<file path="src/rtl/uart_pkg.sv">
// Shared UART definitions: transmitter FSM states and parity mode encodings.
package uart_pkg;

  typedef enum logic [2:0] {
    IDLE,
    SYNC,
    START,
    DATA,
    PARITY,
    STOP
  } state_t;

  localparam int PAR_NONE = 0;
  localparam int PAR_EVEN = 1;
  localparam int PAR_ODD  = 2;

endpackage

</file>
<file path="src/rtl/uart_tx_tick.sv">
// Tick-paced UART transmitter: start, DW data bits LSB first, optional parity, 1-2 stop bits.
// tx lags each tick by one clk; start is ignored while ready = 0 (no queueing).
module uart_tx_tick
  import uart_pkg::*;
#(
  parameter int DW        = 8,
  parameter int PARITY    = 0,
  parameter int STOP_BITS = 1
) (
  input  logic          clk,
  input  logic          rst,
  input  logic          tick,
  input  logic          start,
  input  logic [DW-1:0] data,
  output logic          ready,
  output logic          tx
);

  if (DW < 5 || DW > 8) begin : g_bad_dw
    $error("uart_tx_tick: DW must be 5..8");
  end
  if (PARITY < 0 || PARITY > 2) begin : g_bad_parity
    $error("uart_tx_tick: PARITY must be 0, 1 or 2");
  end
  if (STOP_BITS < 1 || STOP_BITS > 2) begin : g_bad_stop
    $error("uart_tx_tick: STOP_BITS must be 1 or 2");
  end

  localparam logic [2:0] LAST_IDX  = 3'(DW - 1);
  localparam logic       LAST_STOP = 1'(STOP_BITS - 1);

  state_t        state, state_n;
  logic [DW-1:0] shreg, shreg_n;
  logic [2:0]    bit_idx, bit_idx_n;
  logic          stop_cnt, stop_cnt_n;
  logic          par_bit, par_bit_n;
  logic          tx_n;

  always_ff @(posedge clk or posedge rst) begin
    if (rst) begin
      state    <= IDLE;
      shreg    <= '0;
      bit_idx  <= '0;
      stop_cnt <= 1'b0;
      par_bit  <= 1'b0;
      tx       <= 1'b1;
      ready    <= 1'b1;
    end else begin
      state    <= state_n;
      shreg    <= shreg_n;
      bit_idx  <= bit_idx_n;
      stop_cnt <= stop_cnt_n;
      par_bit  <= par_bit_n;
      tx       <= tx_n;
      ready    <= (state_n == IDLE);
    end
  end

  always_comb begin
    state_n    = state;
    shreg_n    = shreg;
    bit_idx_n  = bit_idx;
    stop_cnt_n = stop_cnt;
    par_bit_n  = par_bit;

    case (state)
      IDLE: begin
        // A tick coinciding with acceptance is deliberately dropped; SYNC waits for the next one.
        if (start) begin
          state_n    = SYNC;
          shreg_n    = data;
          par_bit_n  = (PARITY == PAR_ODD) ? ~^data : ^data;
          bit_idx_n  = '0;
          stop_cnt_n = 1'b0;
        end
      end
      SYNC: begin
        if (tick) state_n = START;
      end
      START: begin
        if (tick) state_n = DATA;
      end
      DATA: begin
        if (tick) begin
          shreg_n   = shreg >> 1;
          bit_idx_n = bit_idx + 3'd1;
          if (bit_idx == LAST_IDX) begin
            bit_idx_n = '0;
            state_n   = (PARITY != PAR_NONE) ? uart_pkg::PARITY : STOP;
          end
        end
      end
      uart_pkg::PARITY: begin
        if (tick) state_n = STOP;
      end
      STOP: begin
        if (tick) begin
          if (stop_cnt == LAST_STOP) begin
            state_n    = IDLE;
            stop_cnt_n = 1'b0;
          end else begin
            stop_cnt_n = stop_cnt + 1'b1;
          end
        end
      end
      default: state_n = IDLE;
    endcase
  end

  // Line level is decoded from the next state so tx is a pure register output.
  always_comb begin
    tx_n = 1'b1;
    case (state_n)
      START:            tx_n = 1'b0;
      DATA:             tx_n = shreg_n[0];
      uart_pkg::PARITY: tx_n = par_bit_n;
      default:          tx_n = 1'b1;
    endcase
  end

endmodule
</file>
<file path="config.mk">
export PLATFORM = sky130hd
export DESIGN_NAME = uart_tx_tick
export DESIGN_NICKNAME = d
export VERILOG_FILES = /design/src/rtl/uart_pkg.sv /design/src/rtl/uart_tx_tick.sv
export SDC_FILE = /design/constraint.sdc
export NUM_CORES = 1
export LEC_CHECK = 0
export BUFFER_PORTS_ARGS = -buffer_cell sky130_fd_sc_hd__buf_2
export CAP_MARGIN = 20
export CORE_MARGIN = 2
export CORE_UTILIZATION = 47
export DETAILED_ROUTE_END_ITERATION = 10
export GPL_TIMING_DRIVEN = 0
export PLACE_DENSITY_LB_ADDON = 0.2
export SETUP_SLACK_MARGIN = 0.2
export SLEW_MARGIN = 5
export SYNTH_ARGS = -nofsm -noshare
export SYNTH_HDL_FRONTEND = slang
export SYNTH_SLANG_ARGS = --single-unit
</file>
<file path="constraint.sdc">
create_clock -name clk -period 2.2 [get_ports clk]
set_input_delay 0.44 -clock clk [delete_from_list [all_inputs] [get_ports clk]]
set_output_delay 0.44 -clock clk [all_outputs]
set_load 0.005 [all_outputs]
</file>
==> results.py <==
metrics = {
    "global_routing": {
        "grtUsageTotal_pct": 16.23,
        "grt_max_degree": 18,
        "antenna_found_initial": 0,
        "grt_pass1_wl_mm": 2.394,
        "grt_pass1_vias": 573,
        "grt-ovfl-total": 0,
    },
    "sta": {
        "fin_skew_ps": 1.953,
        "slew_headroom_pct": 56.39,
        "rsz0062_at_grt": "false",
        "hold_viol": 0,
        "setup_viol": 0,
        "tightest_slew_ps": 651.7,
        "period_needed_ps": 1767,
        "whs_ps": 217.3,
        "max_freq_mhz": 566.1,
        "worst_slack_ps": 433.4,
        "drv_slew": 0,
        "period_share_pct": 80.30,
        "tns_ps": 0,
    },
    "floorplan": {
        "rows": 15,
        "dieArea_sq_um": 2099,
        "die_h_um": 45.82,
        "die_w_um": 45.82,
        "start_util_pct": 48.67,
        "io_pins": 14,
        "core_area_sq_um": 1689,
    },
    "place": {
        "hpwl_mm": 1.042,
        "port_buffers": 13,
        "finalWeightedCongestion": 0.8024,
        "dp_slack_ps": 411.2,
    },
    "synth": {
        "synth_compound_area_share_pct": 19.03,
        "netlist_area_sq_um": 822.0,
        "synthCells": 70,
        "syn_area_per_cell_sq_um": 11.74,
        "synth_mux_area_share_pct": 1.370,
        "ys_seq_elements": 17,
        "synth_top_family_by_area": "compound AO/OA/AOI/OAI gates",
        "synth_xor_area_share_pct": 7.458,
        "yosys.area_share.adder_pct": 3.044,
        "yosysWarnings": 0,
        "synth_simple_gate_area_share_pct": 11.11,
        "syn-num-nets": 84,
        "synth-seq-area-share_pct": 52.05,
        "yosys.cell_types.count": 22,
    },
    "cells_and_area": {
        "utilization_pct": 55.33,
        "area_growth_pct": 13.70,
        "fill_cells": 149,
        "drive_gt1_share_pct": 31.03,
        "fin_nets": 102,
        "diodes": 0,
    },
    "critical_path": {
        "required_ps": 2370,
        "crit_path_max_incr_delay_ps": 480,
        "timing.critical_path.buf_inv": 2,
        "critPathKind": "flop to flop",
        "crit_fanout": 10,
        "cp_top_family": "compound AO/OA/AOI/OAI gates",
        "cp-start-kind": "flop",
        "critPathArrivalTime_ps": 1940,
        "cp_cell_sequence": "or3b_1 -> a21o_1 -> buf_6 -> a222oi_1 -> inv_1",
        "end_kind": "flop",
        "slowest_stage": "dfrtp_1",
    },
    "route": {
        "drt_iter0_drc": 28,
        "via_per_inst": 5.615,
        "routed-via-count": 584,
        "antenna_left": 0,
        "dr.pass1.iters": 5,
        "drc": 0,
        "post_drt_wl_per_cell_um": 13.92,
        "drt_wl_total_mm": 1.448,
    },
    "hold_path": {
        "holdCritPathClass": "input pin to asynchronous set/reset pin",
    },
    "power": {
        "total_power_mw": 1.013,
        "power_density_nw_per_um2": 1084,
        "leakage_nw": 0.4873,
        "peakVddDrop_uv": 551.4,
    },
    "clock_network": {
        "cts_max_level": 1,
        "clk_latency_ps": 280,
        "cts_buffers": 3,
        "cts_setup_buffers": 0,
        "cts_num_sinks": 17,
        "path_clk_slew_ps": 90,
        "cts_hold_buf": 0,
        "clk_path_buf_depth": 2,
        "cts.repair.resized": 0,
        "cts_root_buf": "clkbuf_4",
        "cts_tree": "done",
    },
    "flow_run": {
        "drv_cap": 0,
    },
    "status": {
        "status": "finished clean",
    },
}
-- per-layer routing --
layer	share of wire [%]	global-route usage, %	up-vias
li1	-	-	294
met1	49	22.08	273
met2	46	24.79	13
met3	3.8	3.571	4
met4	1.2	6.857	0
met5	0	0	-
-- final timing paths --
path / startpoint / endpoint / slack, ps / cells past startpoint
max: state[1] / shreg[3] / 430 / 5
min reg2reg: shreg[2] / shreg[2] / 500 / 2
max in group asynchronous: rst / state[2] / 1580 / 2
min in group clk: data[5] / shreg[5] / 380 / 3
max reg2reg: state[1] / shreg[3] / 430 / 5
min: rst / bit_idx[1] / 220 / 2
-- power breakdown --
group	switching, mW	internal (mW)	total [mW]
Clock	0.0930	0.0704	0.163
Sequential	0.0761	0.417	0.493
Combinational	0.177	0.180	0.356
Total	0.346	0.667	1.01
-- flip-flops by register name, indices dropped and copies added, names as in the netlist --
register  count
state         3
ready         1
par_bit       1
shreg         8
tx            1
bit_idx       3
-- per-stage QoR --
step	area, sq um	std cells
CTS	934.6	104
global placement	908.4	100
finish	934.6	104
detailed placement	908.4	100
floorplan	822.0	70
global route	934.6	104
-- logic make-up after synthesis --
kind of cell | after synthesis
compound gates | 19
xor+xnor | 7
fa+ha+maj | 2
buf+inv | 11
flops | 17
mux | 1
simple gates | 13
-- final cells by class --
type,count,area [sq um],share of cell area [%]
Sequential cell,17,427.9,45.78
Multi-Input combinational cell,42,345.3,36.95
Timing Repair Buffer,13,65.06,6.961
Inverter,9,33.78,3.614
Clock buffer,4,26.28,2.811
Tap cell,17,21.27,2.276
Buffer,2,15.01,1.606
-- layout by cell type, fill, tap and decap left out --
cell type  count
dfrtp_1       15
buf_2         13
inv_1          9
a222oi_1       7
xnor2_1        7
nor2_1         5
a22o_2         4
a21oi_1        3
o21ai_0        3
clkbuf_4       3
clkbuf_1       2
nor3_1         2
ha_1           2
dfstp_2        2
nand3_1        1
or3b_1         1
a21o_1         1
buf_6          1
nor4b_4        1
and4_2         1
mux2_2         1
and2b_2        1
and3_1         1
a2bb2oi_1      1
-- worst register-to-register path: cells and delay by family, from the launching register on --
kind,cells,cell delay (ps)
flip-flops,1,480
buffers and inverters,2,210
AND/OR/NAND/NOR,1,410
AO/OA/AOI/OAI,2,550
-- cell usage after synthesis, drive strengths merged --
library cell,number,area share [%]
mux2,1,1.4
and3,1,0.76
nor4b,1,2.9
xnor2,7,7.5
a21oi,3,1.8
a22o,4,4.9
and4,1,1.2
nor2,5,2.3
inv,9,4.1
ha,2,3.0
a21o,1,0.91
nor3,2,1.2
or3b,1,1.1
o21ai,3,1.8
dfrtp,15,46
clkbuf,1,0.46
buf,1,1.4
and2b,1,1.1
nand3,1,0.61
a222oi,7,8.5
dfstp,2,6.4
a2bb2oi,1,1.1
(Power assumes the default switching activity.)
